File: src/rtl/dmem_arb_pkg.sv
// rtl/dmem_arb_pkg.sv - shared owner encoding and defaults for the data-memory arbiter
package dmem_arb_pkg;

   // Who drove the RAM in a given cycle; IO_RD/IO_WR tell the return path
   // whether read data is owed to the I/O port one cycle later.
   typedef enum logic [1:0] {
      NONE  = 2'd0,
      PROC  = 2'd1,
      IO_RD = 2'd2,
      IO_WR = 2'd3
   } owner_t;

   // Consecutive denied I/O cycles tolerated before the processor is stalled.
   localparam int DEFAULT_MAX_WAIT = 4;

endpackage

File: src/rtl/dmem_arbiter_starve_counter.sv
// rtl/dmem_arbiter_starve_counter.sv - saturating wait counter that forces an I/O slot
module starve_counter #(
   parameter int MAX_WAIT = 4
) (
   input  logic clock,
   input  logic reset,
   input  logic io_req,
   input  logic io_gnt,
   output logic force_io
);

   localparam logic [3:0] WAIT_LIMIT = 4'(MAX_WAIT);

   logic [3:0] wait_cnt;

   // Count cycles an I/O request has been pending without a grant, saturating at the limit.
   always_ff @(posedge clock or posedge reset) begin
      if (reset) begin
         wait_cnt <= 4'd0;
      end else if (!io_req || io_gnt) begin
         wait_cnt <= 4'd0;
      end else if (wait_cnt != WAIT_LIMIT) begin
         wait_cnt <= wait_cnt + 4'd1;
      end
   end

   assign force_io = io_req && (wait_cnt == WAIT_LIMIT);

endmodule

File: src/rtl/dmem_arbiter.sv
// rtl/dmem_arbiter.sv - single-port data RAM arbiter, processor priority with bounded I/O wait
module dmem_arbiter
   import dmem_arb_pkg::*;
#(
   parameter int ADDR_W   = 12,
   parameter int DATA_W   = 32,
   parameter int MAX_WAIT = DEFAULT_MAX_WAIT
) (
   input  logic              clock,
   input  logic              reset,
   input  logic              p_req,
   input  logic              p_wren,
   input  logic [ADDR_W-1:0] p_addr,
   input  logic [DATA_W-1:0] p_data,
   output logic [DATA_W-1:0] p_q,
   output logic              p_stall,
   input  logic              io_req,
   input  logic              io_wren,
   input  logic [ADDR_W-1:0] io_addr,
   input  logic [DATA_W-1:0] io_data,
   output logic              io_gnt,
   output logic              io_valid,
   output logic [DATA_W-1:0] io_q,
   output logic [ADDR_W-1:0] ram_addr,
   output logic              ram_wEn,
   output logic [DATA_W-1:0] ram_dataIn,
   input  logic [DATA_W-1:0] ram_dataOut
);

   logic   force_io;
   logic   io_own;
   owner_t prev_owner;

   starve_counter #(
      .MAX_WAIT (MAX_WAIT)
   ) u_starve (
      .clock    (clock),
      .reset    (reset),
      .io_req   (io_req),
      .io_gnt   (io_gnt),
      .force_io (force_io)
   );

   // I/O takes the RAM when the processor is idle or when it has waited too long.
   assign io_own  = io_req && (!p_req || force_io);
   assign io_gnt  = io_own;
   assign p_stall = io_own && p_req;

   // The idle case still presents the processor address, just without a write.
   assign ram_addr   = io_own ? io_addr : p_addr;
   assign ram_dataIn = io_own ? io_data : p_data;
   assign ram_wEn    = !reset && (io_own ? io_wren : (p_wren && p_req));

   // Remember this cycle's owner so the read return can be steered next cycle.
   always_ff @(posedge clock or posedge reset) begin
      if (reset) begin
         prev_owner <= NONE;
      end else if (io_own) begin
         prev_owner <= io_wren ? IO_WR : IO_RD;
      end else if (p_req) begin
         prev_owner <= PROC;
      end else begin
         prev_owner <= NONE;
      end
   end

   assign io_valid = (prev_owner == IO_RD);
   assign io_q     = ram_dataOut;
   assign p_q      = ram_dataOut;

endmodule
File: config.mk
export PLATFORM = sky130hd
export DESIGN_NAME = dmem_arbiter
export DESIGN_NICKNAME = d
export VERILOG_FILES = /design/src/rtl/dmem_arb_pkg.sv /design/src/rtl/dmem_arbiter_starve_counter.sv /design/src/rtl/dmem_arbiter.sv
export SDC_FILE = /design/constraint.sdc
export NUM_CORES = 1
export LEC_CHECK = 0
export ABC_AREA = 1
export BUFFER_PORTS_ARGS = -buffer_cell sky130_fd_sc_hd__buf_2
export CAP_MARGIN = 10
export CELL_PAD_IN_SITES_DETAIL_PLACEMENT = 1
export CELL_PAD_IN_SITES_GLOBAL_PLACEMENT = 2
export CORE_MARGIN = 2
export CORE_UTILIZATION = 11
export CTS_CLUSTER_SIZE = 20
export DETAILED_ROUTE_END_ITERATION = 8
export PLACE_DENSITY = 0.95
export SLEW_MARGIN = 30
export SYNTH_ARGS = -nofsm -noshare
export SYNTH_HDL_FRONTEND = slang
export SYNTH_HIERARCHICAL = 1
export SYNTH_SLANG_ARGS = --single-unit
File: constraint.sdc
create_clock -name clock -period 4.7 [get_ports clock]
set_input_delay 0.235 -clock clock [delete_from_list [all_inputs] [get_ports clock]]
set_output_delay 0.235 -clock clock [all_outputs]
set_load 0.01 [all_outputs]
After elaboration in Yosys (flattened, before gate mapping)
Cells that the tools add are included.
- output and inout bits: 112
- input bits: 126
- register bits: 6
- mux-type cells: 8
- reductions and logical operators: 11
- add/subtract/negate cells: 1
- equality and inequality tests: 3
- operators with widths (cell ; number):
    $mux W32 ; 1
    $mux W12 ; 1
    $mux W4 ; 2
    $logic_and A1 B1 Y1 ; 5
    $add A4 B1 Y4 const B ; 1
    $eq A4 B3 Y1 const B ; 1
    $ne A4 B3 Y1 const B ; 1
    $logic_not A1 Y1 ; 3
    $mux W1 ; 3
    $eq A2 B2 Y1 const B ; 1
    $logic_or A1 B1 Y1 ; 2
    $mux W2 ; 1
    $reduce_bool A2 Y1 ; 1

Logic depth before layout (Yosys ltp)
- word-level depth: 6
- gate-level depth with buffers: 12
- gate-level depth less buffers: 11

By module
The synthesis kept the hierarchy.
- by module, submodules not included (module ; times used ; area an instance (µm²) ; cells each):
    dmem_arbiter ; 1 ; 1206.2 ; 223
    starve_counter ; 1 ; 252.7 ; 33

Least setup slack after synthesis
No wires, ideal clock.
- kind: reg2out
- start: reg u_starve.wait_cnt[0]
- end: out ram_dataIn[23]
- slack: 2960 ps
- required time: 4465 ps
- path buffers: 1
- stages on the path, launching flop included: 12
- arrival: 1505 ps
- path through: dfrtp_1 -> inv_1 -> ha_1 -> nand3_1 -> nor2_1 -> inv_1 -> nand2_1 -> nand2_2 -> inv_2 -> buf_4 -> nand2_1 -> nand2_1
- word-level cells in the longest chain between the ends: 5
- ends and longest elaborated chain (element ; line ; source):
    start: declaration ; dmem_arbiter_starve_counter.sv:14 ; logic [3:0] wait_cnt;
    start signal: assignment ; dmem_arbiter_starve_counter.sv:23 ; wait_cnt <= wait_cnt + 4'd1;
    $eq A4 B3 Y1 ; dmem_arbiter_starve_counter.sv:27 ; assign force_io = io_req && (wait_cnt == WAIT_LIMIT);
    $logic_and A1 B1 Y1 ; dmem_arbiter_starve_counter.sv:27 ;
    named net force_io ; dmem_arbiter.sv:30 ; logic force_io;
    $logic_or A1 B1 Y1 ; dmem_arbiter.sv:45 ; assign io_own = io_req && (!p_req || force_io);
    $logic_and A1 B1 Y1 ; dmem_arbiter.sv:45 ;
    named net io_gnt ; dmem_arbiter.sv:21 ; output logic io_gnt,
    $mux W32 ; dmem_arbiter.sv:51 ; assign ram_dataIn = io_own ? io_data : p_data;
    end: declaration ; dmem_arbiter.sv:26 ; output logic [DATA_W-1:0] ram_dataIn,
The timed path passes the listed nets, and every way through them passes these cells.

Worst setup path after layout
- start: reg u_starve.wait_cnt[0]
- end: out ram_dataIn[4]
- word-level cells in the longest chain between the ends: 5
- ends and longest elaborated chain (element ; line):
    $eq A4 B3 Y1 ; dmem_arbiter_starve_counter.sv:27
    $logic_and A1 B1 Y1 ; dmem_arbiter_starve_counter.sv:27
    named net force_io ; dmem_arbiter.sv:30
    $logic_or A1 B1 Y1 ; dmem_arbiter.sv:45
    $logic_and A1 B1 Y1 ; dmem_arbiter.sv:45
    $mux W32 ; dmem_arbiter.sv:51
The timed path passes the listed nets, and every way through them passes these cells.

==> results.py <==
metrics = {
    "drt": {
        "final_antenna_net_count": 0,
        "routedWlPerCell_microns": 9.46,
        "drtPass1Iterations": 4,
        "first_iter_violations": 29,
        "wl_microns": 4780,
        "num_vias": 1653,
        "avgViaCountPerCell": 3.27,
        "drc": 0,
    },
    "pwr": {
        "p_switching_w": 0.000113,
        "intPower_w": 0.000234,
        "pwr-share-comb_pct": 43.4,
        "clkPwrFrac_pct": 39.8,
        "seq_power_share_pct": 16.8,
        "powerDensity_nw_per_um2": 182,
        "peakVddDrop_v": 0.0000811,
        "sw_frac_of_total_pct": 32.6,
        "leakagePower_nw": 1.21,
    },
    "critical_path": {
        "cpPeakStageDelay_ns": 0.70,
        "crit_family": "buffers and inverters",
        "critPathMaxFanout": 48,
        "cp_common_cell": "nand2_1",
        "path_cells": "inv_1 -> ha_1 -> nand3_1 -> nor2_1 -> inv_1 -> nand2_1 -> nand2_2 -> buf_4 -> inv_2 -> nand2_1 -> nand2_1 -> buf_2",
        "path_buf_inv": 5,
        "cp_data_arrival_time_ns": 2.80,
        "worst_path_max_delay_cell": "inv_2",
        "crit_type": "reg -> out",
        "cp-start-kind": "flip-flop",
        "end_kind": "output pin",
        "crit_required_ns": 4.47,
    },
    "logic_synthesis": {
        "synth_nets": 384,
        "yosysSeqAreaShare_pct": 10.3,
        "synth_area_per_cell_sq_um": 5.70,
        "syn_inst": 256,
        "ys_warn_count": 6,
        "synth-seq-cells": 6,
        "synth_cell_types": 16,
        "netlist_area_sq_um": 1460,
    },
    "status": {
        "status": "finished clean",
    },
    "die": {
        "ios": 238,
        "die_h_microns": 119,
        "start_util_pct": 11.1,
        "rows": 42,
        "die_width_microns": 119,
        "coreArea_sq_um": 13100,
        "die-area_sq_um": 14200,
    },
    "cells_and_area": {
        "mostFrequentLayoutCell": "buf_2",
        "diodes": 0,
        "nets": 459,
        "final_cell_mix": "141 x buf_2, 136 x nand2_1, 12 x nand2_2",
        "area.growth.synth_to_final_pct": 30.7,
        "layout-drive-gt1-share_pct": 48.6,
        "final_cells": 505,
    },
    "timing": {
        "fin_crit_ns": 3.04,
        "rsz0062_at_grt": "false",
        "timing.hold.ws_ns": 0.273,
        "tns_ns": 0,
        "worst_pin_slew_ns": 0.846,
        "finalCritPeriodShare_pct": 64.6,
        "slew_viol_final": 0,
        "fmax_ghz": 0.329,
        "hold_violations": 0,
        "clock_skew_ns": 0.00152,
        "setup_viol": 0,
        "relSlewSlack_pct": 43.5,
    },
    "placement": {
        "port_buffers": 141,
        "placedCellCount": 501,
        "gp_congestion": 0.708,
        "dp_hpwl_microns": 3920,
    },
    "clock_tree": {
        "clock_latency_ns": 0.23,
        "numCtsBuffers": 3,
        "h-tree-depth": 1,
        "clock_path_buffers": 2,
        "cts_sinks": 6,
        "postCtsSetupRepairBufs": 0,
        "path_clk_slew_ns": 0.03,
        "cts_root_buf": "clkbuf_16",
        "cts_resized": 0,
        "cts_tree": "yes",
    },
    "global_routing": {
        "grt_pass1_vias": 1752,
        "grt_max_degree": 49,
        "grt_pass1_wl_microns": 7890,
        "antenna_found_initial": 0,
        "grtUsageTotal_pct": 6.64,
        "grt_overflow": 0,
    },
    "min_path": {
        "hold_path.class": "in -> reg",
    },
    "job": {
        "drv_cap": 0,
    },
}
==> per-stage QoR <==
step | utilization, % | cell area (sq um) | worst slack, ns | total power (W)
3_3_place_gp | 13.9 | 1820 | 1.91 | 0.000210
4_1_cts | 14.6 | 1910 | 1.58 | 0.000352
6_report | 14.6 | 1910 | 1.66 | 0.000347
2_1_floorplan | - | 1460 | 2.96 | 0.000192
3_5_place_dp | 13.9 | 1820 | 1.84 | 0.000212
5_1_grt | 14.6 | 1910 | 1.33 | 0.000376
==> worst min-delay path, cell delays in order <==
cell     delay (ns)
buf_2          0.12
nand2_1        0.07
nand2_1        0.05
==> state kept, by name, indices dropped and copies added, names as in the netlist <==
name               flops
u_starve/wait_cnt      4
prev_owner             2
==> final timing paths <==
check                                     startpoint              endpoint  slack (ns)  depth (start not counted)
worst max-delay path            u_starve/wait_cnt[0]         ram_dataIn[4]        1.66                         12
worst min-delay path                           p_req         prev_owner[0]        0.27                          3
worst max register to register  u_starve/wait_cnt[0]  u_starve/wait_cnt[3]        2.00                         12
worst min register to register  u_starve/wait_cnt[1]  u_starve/wait_cnt[1]        0.58                          2
max in group asynchronous                      reset  u_starve/wait_cnt[2]        4.09                          3
min in group asynchronous                      reset         prev_owner[1]        0.42                          3
==> logic make-up (layout without fill, tap and decap cells) <==
family          Yosys count  after routing  share of synthesized area, %
flops                     6              6                          10.3
simple gates            163            163                          45.7
buf+inv                  84            157                          41.9
fa+ha+maj                 2              2                          1.71
compound gates            1              1                         0.343
==> routing by layer <==
metal  routed length (microns)  GRT usage (%)
met3                       525           2.01
met1                      1770           7.20
met4                        99           2.60
met2                      2380           12.0
met5                         0              0
==> power by group through the flow <==
| stage | registers (W) | logic [W] | clock network, W |
|---|---|---|---|
| 2_1_floorplan | 0.0000581 | 0.000134 | 0 |
| 3_3_place_gp | 0.0000586 | 0.000152 | 0 |
| 3_5_place_dp | 0.0000588 | 0.000153 | 0 |
| 4_1_cts | 0.0000583 | 0.000155 | 0.000139 |
| 5_1_grt | 0.0000586 | 0.000172 | 0.000145 |
| 6_report | 0.0000582 | 0.000151 | 0.000138 |
==> area by class of cell <==
type                       count  area, sq um
clock buffer                   3         75.1
fill                        1713        11200
inverter                      11         41.3
multi-input combinational    166          697
sequential                     6          150
tap                          176          220
timing repair buffer         143          723
==> cell usage after synthesis (all sizes together) <==
master  instances  area (sq um)
or2             1          6.26
dfrtp           6           150
a21oi           1          5.00
buf            73           571
ha              2          25.0
nand2         148           586
inv            11          41.3
nand3           8          40.0
nor2            5          28.8
nand4           1          6.26
==> what timing repair did <==
action,in CTS,in global routing
hold buffers,1,0
hold endpoints to repair,6,0
endpoints found under the setup margin,0,0
Note: power is estimated with default switching activity, not from simulation.
